## config.mk

```make
export PLATFORM = sky130hd
export DESIGN_NAME = peer_addr_gen
export DESIGN_NICKNAME = d
export VERILOG_FILES = /design/src/rtl/sudoku_pkg.sv /design/src/rtl/peer_addr_gen.sv
export SDC_FILE = /design/constraint.sdc
export NUM_CORES = 1
export LEC_CHECK = 0
export CORE_MARGIN = 2
export CORE_UTILIZATION = 56
export DETAILED_ROUTE_END_ITERATION = 12
export PLACE_DENSITY = 0.79
export SLEW_MARGIN = 10
export SYNTH_ARGS = -nofsm -noshare
export SYNTH_HDL_FRONTEND = slang
export SYNTH_SLANG_ARGS = --single-unit
export TNS_END_PERCENT = 100
```

## constraint.sdc

```tcl
create_clock -name clock_i -period 5.2 [get_ports clock_i]
set_clock_uncertainty 0.15 [all_clocks]
set_input_delay 0.78 -clock clock_i [delete_from_list [all_inputs] [get_ports clock_i]]
set_output_delay 0.78 -clock clock_i [all_outputs]
set_load 0.05 [all_outputs]
```

## src/rtl/sudoku_pkg.sv

```systemverilog
// Shared board geometry, FSM/phase encodings and small address helpers for
// the sudoku solver blocks.
package sudoku_pkg;

  localparam logic [3:0] GRID_SIZE   = 4'd9;
  localparam logic [3:0] BOX_SIZE    = 4'd3;
  localparam logic [6:0] CELL_COUNT  = 7'd81;
  localparam int         ADDR_WIDTH  = 7;
  localparam int         DIGIT_WIDTH = 4;
  localparam logic [3:0] EMPTY_CELL  = 4'd0;

  typedef enum logic [1:0] {
    ST_IDLE   = 2'd0,
    ST_SCAN   = 2'd1,
    ST_DRAIN  = 2'd2,
    ST_REPORT = 2'd3
  } state_e;

  typedef enum logic [1:0] {
    PH_ROW = 2'd0,
    PH_COL = 2'd1,
    PH_BOX = 2'd2
  } phase_e;

  // row*9 + col as (row<<3)+row+col; callers pass row/col in 0..8.
  function automatic logic [6:0] cell_addr(input logic [3:0] row, input logic [3:0] col);
    logic [6:0] r7;
    r7 = {3'd0, row};
    return (r7 << 3) + r7 + {3'd0, col};
  endfunction

  // First row/column of the 3x3 box holding coordinate v.
  function automatic logic [3:0] box_base(input logic [3:0] v);
    if (v < BOX_SIZE) begin
      return 4'd0;
    end else if (v < (BOX_SIZE << 1)) begin
      return BOX_SIZE;
    end else begin
      return BOX_SIZE << 1;
    end
  endfunction

  // Box-local row offset of the phase index (idx / 3).
  function automatic logic [3:0] idx_div3(input logic [3:0] idx);
    case (idx)
      4'd0, 4'd1, 4'd2: return 4'd0;
      4'd3, 4'd4, 4'd5: return 4'd1;
      default:          return 4'd2;
    endcase
  endfunction

  // Box-local column offset of the phase index (idx % 3).
  function automatic logic [3:0] idx_mod3(input logic [3:0] idx);
    case (idx)
      4'd0, 4'd3, 4'd6: return 4'd0;
      4'd1, 4'd4, 4'd7: return 4'd1;
      default:          return 4'd2;
    endcase
  endfunction

endpackage

```

## src/rtl/peer_addr_gen.sv

```systemverilog
// Walks the 27 peers of a cell: row, then column, then 3x3 box (row-major).
// The counters always point at the next peer to be read.
import sudoku_pkg::*;

module peer_addr_gen (
  input  logic                  clock_i,
  input  logic                  reset_ni,
  input  logic                  clear_i,
  input  logic                  advance_i,
  input  logic [3:0]            row_i,
  input  logic [3:0]            col_i,
  output logic [ADDR_WIDTH-1:0] peer_addr_o,
  output logic                  last_peer_o
);

  localparam logic [3:0] LAST_IDX = GRID_SIZE - 4'd1;

  phase_e     phase_q;
  logic [3:0] idx_q;
  logic [3:0] box_row_s;
  logic [3:0] box_col_s;

  // Phase/index counters; index wraps 8->0 and moves to the next phase.
  always_ff @(posedge clock_i) begin
    if (!reset_ni) begin
      phase_q <= PH_ROW;
      idx_q   <= 4'd0;
    end else if (clear_i) begin
      phase_q <= PH_ROW;
      idx_q   <= 4'd0;
    end else if (advance_i) begin
      if (idx_q == LAST_IDX) begin
        idx_q <= 4'd0;
        case (phase_q)
          PH_ROW:  phase_q <= PH_COL;
          PH_COL:  phase_q <= PH_BOX;
          default: phase_q <= PH_ROW;
        endcase
      end else begin
        idx_q <= idx_q + 4'd1;
      end
    end else begin
      phase_q <= phase_q;
      idx_q   <= idx_q;
    end
  end

  // Peer address for the current phase and index.
  always_comb begin
    box_row_s   = box_base(row_i) + idx_div3(idx_q);
    box_col_s   = box_base(col_i) + idx_mod3(idx_q);
    peer_addr_o = 7'd0;
    case (phase_q)
      PH_ROW:  peer_addr_o = cell_addr(row_i, idx_q);
      PH_COL:  peer_addr_o = cell_addr(idx_q, col_i);
      PH_BOX:  peer_addr_o = cell_addr(box_row_s, box_col_s);
      default: peer_addr_o = 7'd0;
    endcase
    last_peer_o = (phase_q == PH_BOX) && (idx_q == LAST_IDX);
  end

endmodule

```

### Word-level counts from Yosys, hierarchy flattened

Cells that the tools add are included.

* memories kept: 0
* bits in latches: 0
* flip-flop bits (word level): 6
* RAM bits: 0
* bits in read-only memories: 0

* shift operators: 0
* add/subtract/negate cells: 9
* magnitude comparators: 4
* equality and inequality tests: 10
* reduce and logical (&&, ||, !) cells: 9
* mux-type cells: 9
* multipliers: 0
* bitwise operators: 1
* div/mod/pow operators: 0

Operators with widths (number)
* adder 7 x 4 -> 7 bit: 6
* one-hot mux 7 bit (3 select lines): 1
* == test 4 x 3 -> 1 bit (second input constant): 4
* 2-to-1 mux 3 bit: 4
* one-hot mux 2 bit (2 select lines): 3
* OR reduction 3 bit: 4
* adder 4 bit: 2
* == test 4 x 2 -> 1 bit (second input constant): 2
* < comparator 4 x 2 -> 1 bit (second input constant): 2
* < comparator 4 x 3 -> 1 bit (second input constant): 2
* adder 4 x 1 -> 4 bit (second input constant): 1
* == test 4 x 1 -> 1 bit (second input constant): 1
* == test 4 bit (second input constant): 1
* zero test 4 bit: 1
* 2-to-1 mux 4 bit: 1
* == test 2 x 1 -> 1 bit (second input constant): 1
* == test 2 bit (second input constant): 1
* zero test 2 bit: 1
* AND reduction 2 bit: 1
* OR reduction 2 bit: 1
* logical AND 1 bit: 1
* inverter 1 bit: 1

### Depth between registers and ports, before layout

* depth in word-level cells: 7
* gate-level depth with buffers: 17
* depth with buffers taken out: 17

### Worst setup path after synthesis

OpenSTA, ideal clock, no wires.

* path kind: input to output
* start: input row_i[2]
* end: output peer_addr_o[4]
* path slack: 0.003 ns
* data arrival time: 4.267 ns
* buffers on the path: 1
* required time: 4.270 ns
* stages on the path: 12
* cell sequence: buf_6 > or2b_1 > a21oi_1 > ha_1 > inv_1 > fa_1 > xor2_4 > ha_1 > ha_1 > a21o_1 > o21ba_2 > o31ai_1

* longest elaborated chain between the ends: 7

RTL lines
* from (decl): line peer_addr_gen.sv:10 `input logic [3:0] row_i,`
* < comparator 4 x 3 -> 1 bit: line sudoku_pkg.sv:36 `end else if (v < (BOX_SIZE << 1)) begin`
* 2-to-1 mux 3 bit: line sudoku_pkg.sv:36
* 2-to-1 mux 3 bit: line sudoku_pkg.sv:34 `if (v < BOX_SIZE) begin`
* adder 4 bit: line peer_addr_gen.sv:50 `box_row_s = box_base(row_i) + idx_div3(idx_q);`
* adder 7 x 4 -> 7 bit (2 in series): line sudoku_pkg.sv:29 `return (r7 << 3) + r7 + {3'd0, col};`
* one-hot mux 7 bit (3 select lines) (*): line peer_addr_gen.sv:53 `case (phase_q)`
* to (decl): line peer_addr_gen.sv:12 `output logic [ADDR_WIDTH-1:0] peer_addr_o,`

Mark *: on every way between the ends. The rest lies on a longest branch, timed or not.

### Worst setup path in the final report

* start: input col_i[0]
* end: output peer_addr_o[2]

* longest elaborated chain between the ends: 6

RTL lines
* from (decl): line peer_addr_gen.sv:11 `input logic [3:0] col_i,`
* < comparator 4 x 3 -> 1 bit: line sudoku_pkg.sv:36
* 2-to-1 mux 3 bit: line sudoku_pkg.sv:36
* 2-to-1 mux 3 bit: line sudoku_pkg.sv:34
* adder 4 bit: line peer_addr_gen.sv:51 `box_col_s = box_base(col_i) + idx_mod3(idx_q);`
* adder 7 x 4 -> 7 bit: line sudoku_pkg.sv:29
* one-hot mux 7 bit (3 select lines) (*): line peer_addr_gen.sv:53

Marked as above.

==> out/qor.log <==
qor: sta.final.hold.worst_slack 0.4526 ns
qor: die.die_h 54.76 um
qor: clock_network.cts-buffers-inserted 3
qor: grt.grt_max_degree 12
qor: worst_setup_path.setup.worst_path.class input port to primary output
qor: worst_setup_path.register_to_register_path_setup_slack 3.58 ns
qor: worst_setup_path.cp.required 4.27 ns
qor: worst_setup_path.rr_startpoint idx_q[1]$_SDFFE_PP0P_
qor: yosys.synth.distinct_cells 40
qor: hold_path.hold_depth 2
qor: yosys.netlist_instances 173
qor: hold_path.hold_path.startpoint idx_q[0]$_SDFFE_PP0P_
qor: sta.fmax 197.1 MHz
qor: power.fin_total_pwr 0.0002505 W
qor: worst_setup_path.timing.critical_path.cells clkdlybuf4s50_1, nand2_1, mux2_2, nor2_1, ha_2, inv_1, fa_1, inv_1, ha_1, ha_1, inv_1, fa_2, mux2_2, o22ai_2, buf_12
qor: clock_network.cts.reportedPaths.clkPinSlew 0.04 ns
qor: sta.final_period_demand_of_the_worst_path 5.074 ns
qor: layout.antenna_cells_inserted 0
qor: sta.final_max_slew_viol_count 0
qor: grt.grt_antenna_before_repair 0
qor: routing.via_per_inst 5.621
qor: job.count_of_maximum_capacitance_violations 0
qor: clock_network.clock_insertion_delay_worst_skew 0.23 ns
qor: clock_network.cts.sink_count 6
qor: worst_setup_path.crit_path_frequent_cell inv_1
qor: yosys.seq_area_frac_synth 0.08326
qor: clock_network.cts.hold.buffers_added 0
qor: placed_design.finalWeightedCongestion 0.8551
qor: die.floorplan.die_area 2998 um2
qor: sta.setup_ws 0.1259 ns
qor: grt.global_route_wire_length_before_repair 5.609 mm
qor: run_status.outcome finished clean
qor: sta.worst_slew_margin_rel 0.6630
qor: yosys.mappedNetlistNets 222
qor: clock_network.cts_max_path_buffers 2
qor: worst_setup_path.critPathCaptureType primary output
qor: yosys.yosys.area.top_type ha_1
qor: die.initial_utilization 0.5877
qor: sta.post-route-period-util 0.9758
qor: clock_network.tritoncts built
qor: grt.grt_pass1_vias 1312
qor: worst_setup_path.critical-path-slowest-cell clkdlybuf4s50_1
qor: sta.final-hold-violation-count 0
qor: placed_design.placed_cells_incl_taps 223
qor: routing.drt_wl_total 3.321 mm
qor: die.width_of_the_die 54.76 um
qor: die.number_of_placement_rows 18
qor: yosys.yosysWarnings 0
qor: power.max-vdd-ir-drop 0.1712 mV
qor: hold_path.hold_path_end idx_q[0]$_SDFFE_PP0P_
qor: yosys.synth_seq_cells 6
qor: power.total_leakage_power 0.8344 nW
qor: placed_design.dp_hpwl 2.878 mm
qor: grt.globalRouteOverflowTotal 0
qor: routing.routedWlPerCell 14.63 um
qor: worst_setup_path.critical_path_peak_fanout 2
qor: worst_setup_path.critPathMaxStageDelay 0.50 ns
qor: routing.detail-route-antenna-nets 0
qor: worst_setup_path.rr_endpoint phase_q[1]$_SDFFE_PP0P_
qor: worst_setup_path.worstSetupStartpointType input port
qor: worst_setup_path.worst-r2r-cell-count 5
qor: yosys.post_synth_main_area_contributors ha_1 25%, fa_1 11%, dfxtp_1 8.3%
qor: layout.nets 248
qor: clock_network.root_buffer_cell clkbuf_4
qor: yosys.synthesis.area 1443 um2
qor: routing.drc 0
qor: sta.grt_setup_unrepaired true
qor: placed_design.portBuffers 19
qor: yosys.synthesis.area_per_instance 8.339 um2
qor: routing.firstDrtPassIters 5
qor: worst_setup_path.worst-endpoint-arrival 4.14 ns
qor: die.design.core.area 2455 um2
qor: layout.layout_cells_sized_above_1 0.1777
qor: routing.number_of_vias_in_the_routed_layout 1276
qor: layout.synthToLayoutAreaGrowth 26.37%
qor: sta.tightest_slew 0.5039 ns
qor: routing.detailedRoute.firstIterationViolations 12
qor: placed_design.pre_cts_slack -0.04410 ns
qor: hold_path.hold_path_class register to register
qor: yosys.synth_top_area_share 0.2515
qor: layout.final_cell_count_no_fill 227
qor: die.floorplan.io_pins 20
qor: grt.global_route.usage.total 0.2594
qor: sta.final-setup-viol-count 0
qor: power.power_density_over_the_cells 137.4 nW/um2
qor: clock_network.number_of_levels_the_h_tree_was_split_into 1
repair_timing:
| item | CTS | global route |
|---|---|---|
| endpoints found under the setup margin | 1 | 5 |
| resized for setup | 1 | 10 |
| pin swaps | 0 | 1 |
| buffers inserted | 0 | 1 |
state kept, by name (all words and copies together), names as in the netlist:
signal / cells
idx_q: 4
phase_q: 2
final cells by class:
class,instances,area (um2)
timing repair buffer,26,305.3
multi-input combinational,140,1254
sequential,6,121.4
fill,178,631.9
clock buffer,3,22.52
inverter,22,82.58
tap,30,37.54
through the flow:
stage	util	instance area [um2]	setup TNS (ns)
after floorplan	-	1443	0
after global placement	0.7125	1749	0
after detailed placement	0.7125	1749	-0.04410
after CTS	0.7243	1778	0
after global routing	0.7426	1823	-0.09768
final	0.7426	1823	0
report_power, final:
part           total [W]  leakage [nW]  switching [W]  internal [W]
logic           0.000163         0.772      0.0000860     0.0000771
registers      0.0000485        0.0489     0.00000159     0.0000469
clock network  0.0000389        0.0138      0.0000131     0.0000259
cells in the mapped netlist:
master	count
a2bb2oi_1	1
a211o_2	1
dfxtp_1	6
or2b_1	1
o22ai_1	1
nor2_1	14
inv_1	22
buf_6	1
nor3_1	3
o21ai_0	9
ha_1	29
xnor2_1	5
o21ba_2	1
a21oi_1	10
or2_2	1
nand2b_1	5
o32ai_1	1
o21bai_1	1
mux2i_1	4
o221ai_1	1
o21ai_2	1
o21a_1	2
fa_1	8
nor2b_1	5
o221ai_2	1
a31oi_1	1
o211ai_1	1
nand3_1	2
xor2_4	1
o31ai_1	1
a21oi_4	1
a21o_1	4
nand3b_1	2
a211oi_1	3
nand4_1	2
clkbuf_1	4
xor2_1	6
nand2_1	8
mux2_2	2
nand4b_1	1
kinds of logic after synthesis:
group	count (synthesis)	synth area share
adders and majority gates	37	0.3625
and+or+nand+nor	44	0.1526
AOI/OAI and AO/OA	41	0.1969
buffers and inverters	27	0.07545
xor gates and xnor gates	12	0.08586
DFF	6	0.08326
muxes	6	0.04337
worst max path at each step:
stage | startpoint | endpoint | depth (start not counted)
6_report | col_i[0] | peer_addr_o[2] | 15
5_1_grt | col_i[0] | peer_addr_o[5] | 18
4_1_cts | row_i[2] | peer_addr_o[5] | 16
3_5_place_dp | row_i[2] | peer_addr_o[5] | 16
3_3_place_gp | col_i[1] | peer_addr_o[5] | 18
2_1_floorplan | row_i[2] | peer_addr_o[4] | 12
critical path: cells and delay by family:
family,cells,cell delay [ns]
buffers and inverters,5,0.83
adder cells (fa/ha/maj),5,1.59
AO/OA/AOI/OAI,1,0.19
AND/OR/NAND/NOR,2,0.19
multiplexers,2,0.56
layout by cell type, fill, tap and decap left out, types with 6 or more instances in the layout:
master / instances
ha_1: 28
inv_1: 22
nor2_1: 13
clkdlybuf4s50_1: 12
a21oi_1: 10
o21ai_0: 9
nand2_1: 8
buf_4: 7
fa_1: 6
buf_12: 6
routing by layer:
metal	share of wire	wire length [um]	track usage	vias to the layer above
met1	0.45	1503	0.3278	608
met3	0.022	74	0.005464	6
met4	0.016	53	0.07500	0
li1	-	-	-	643
met5	0	0	0	-
met2	0.51	1689	0.4742	19
Note: power is estimated with default switching activity, not from simulation.
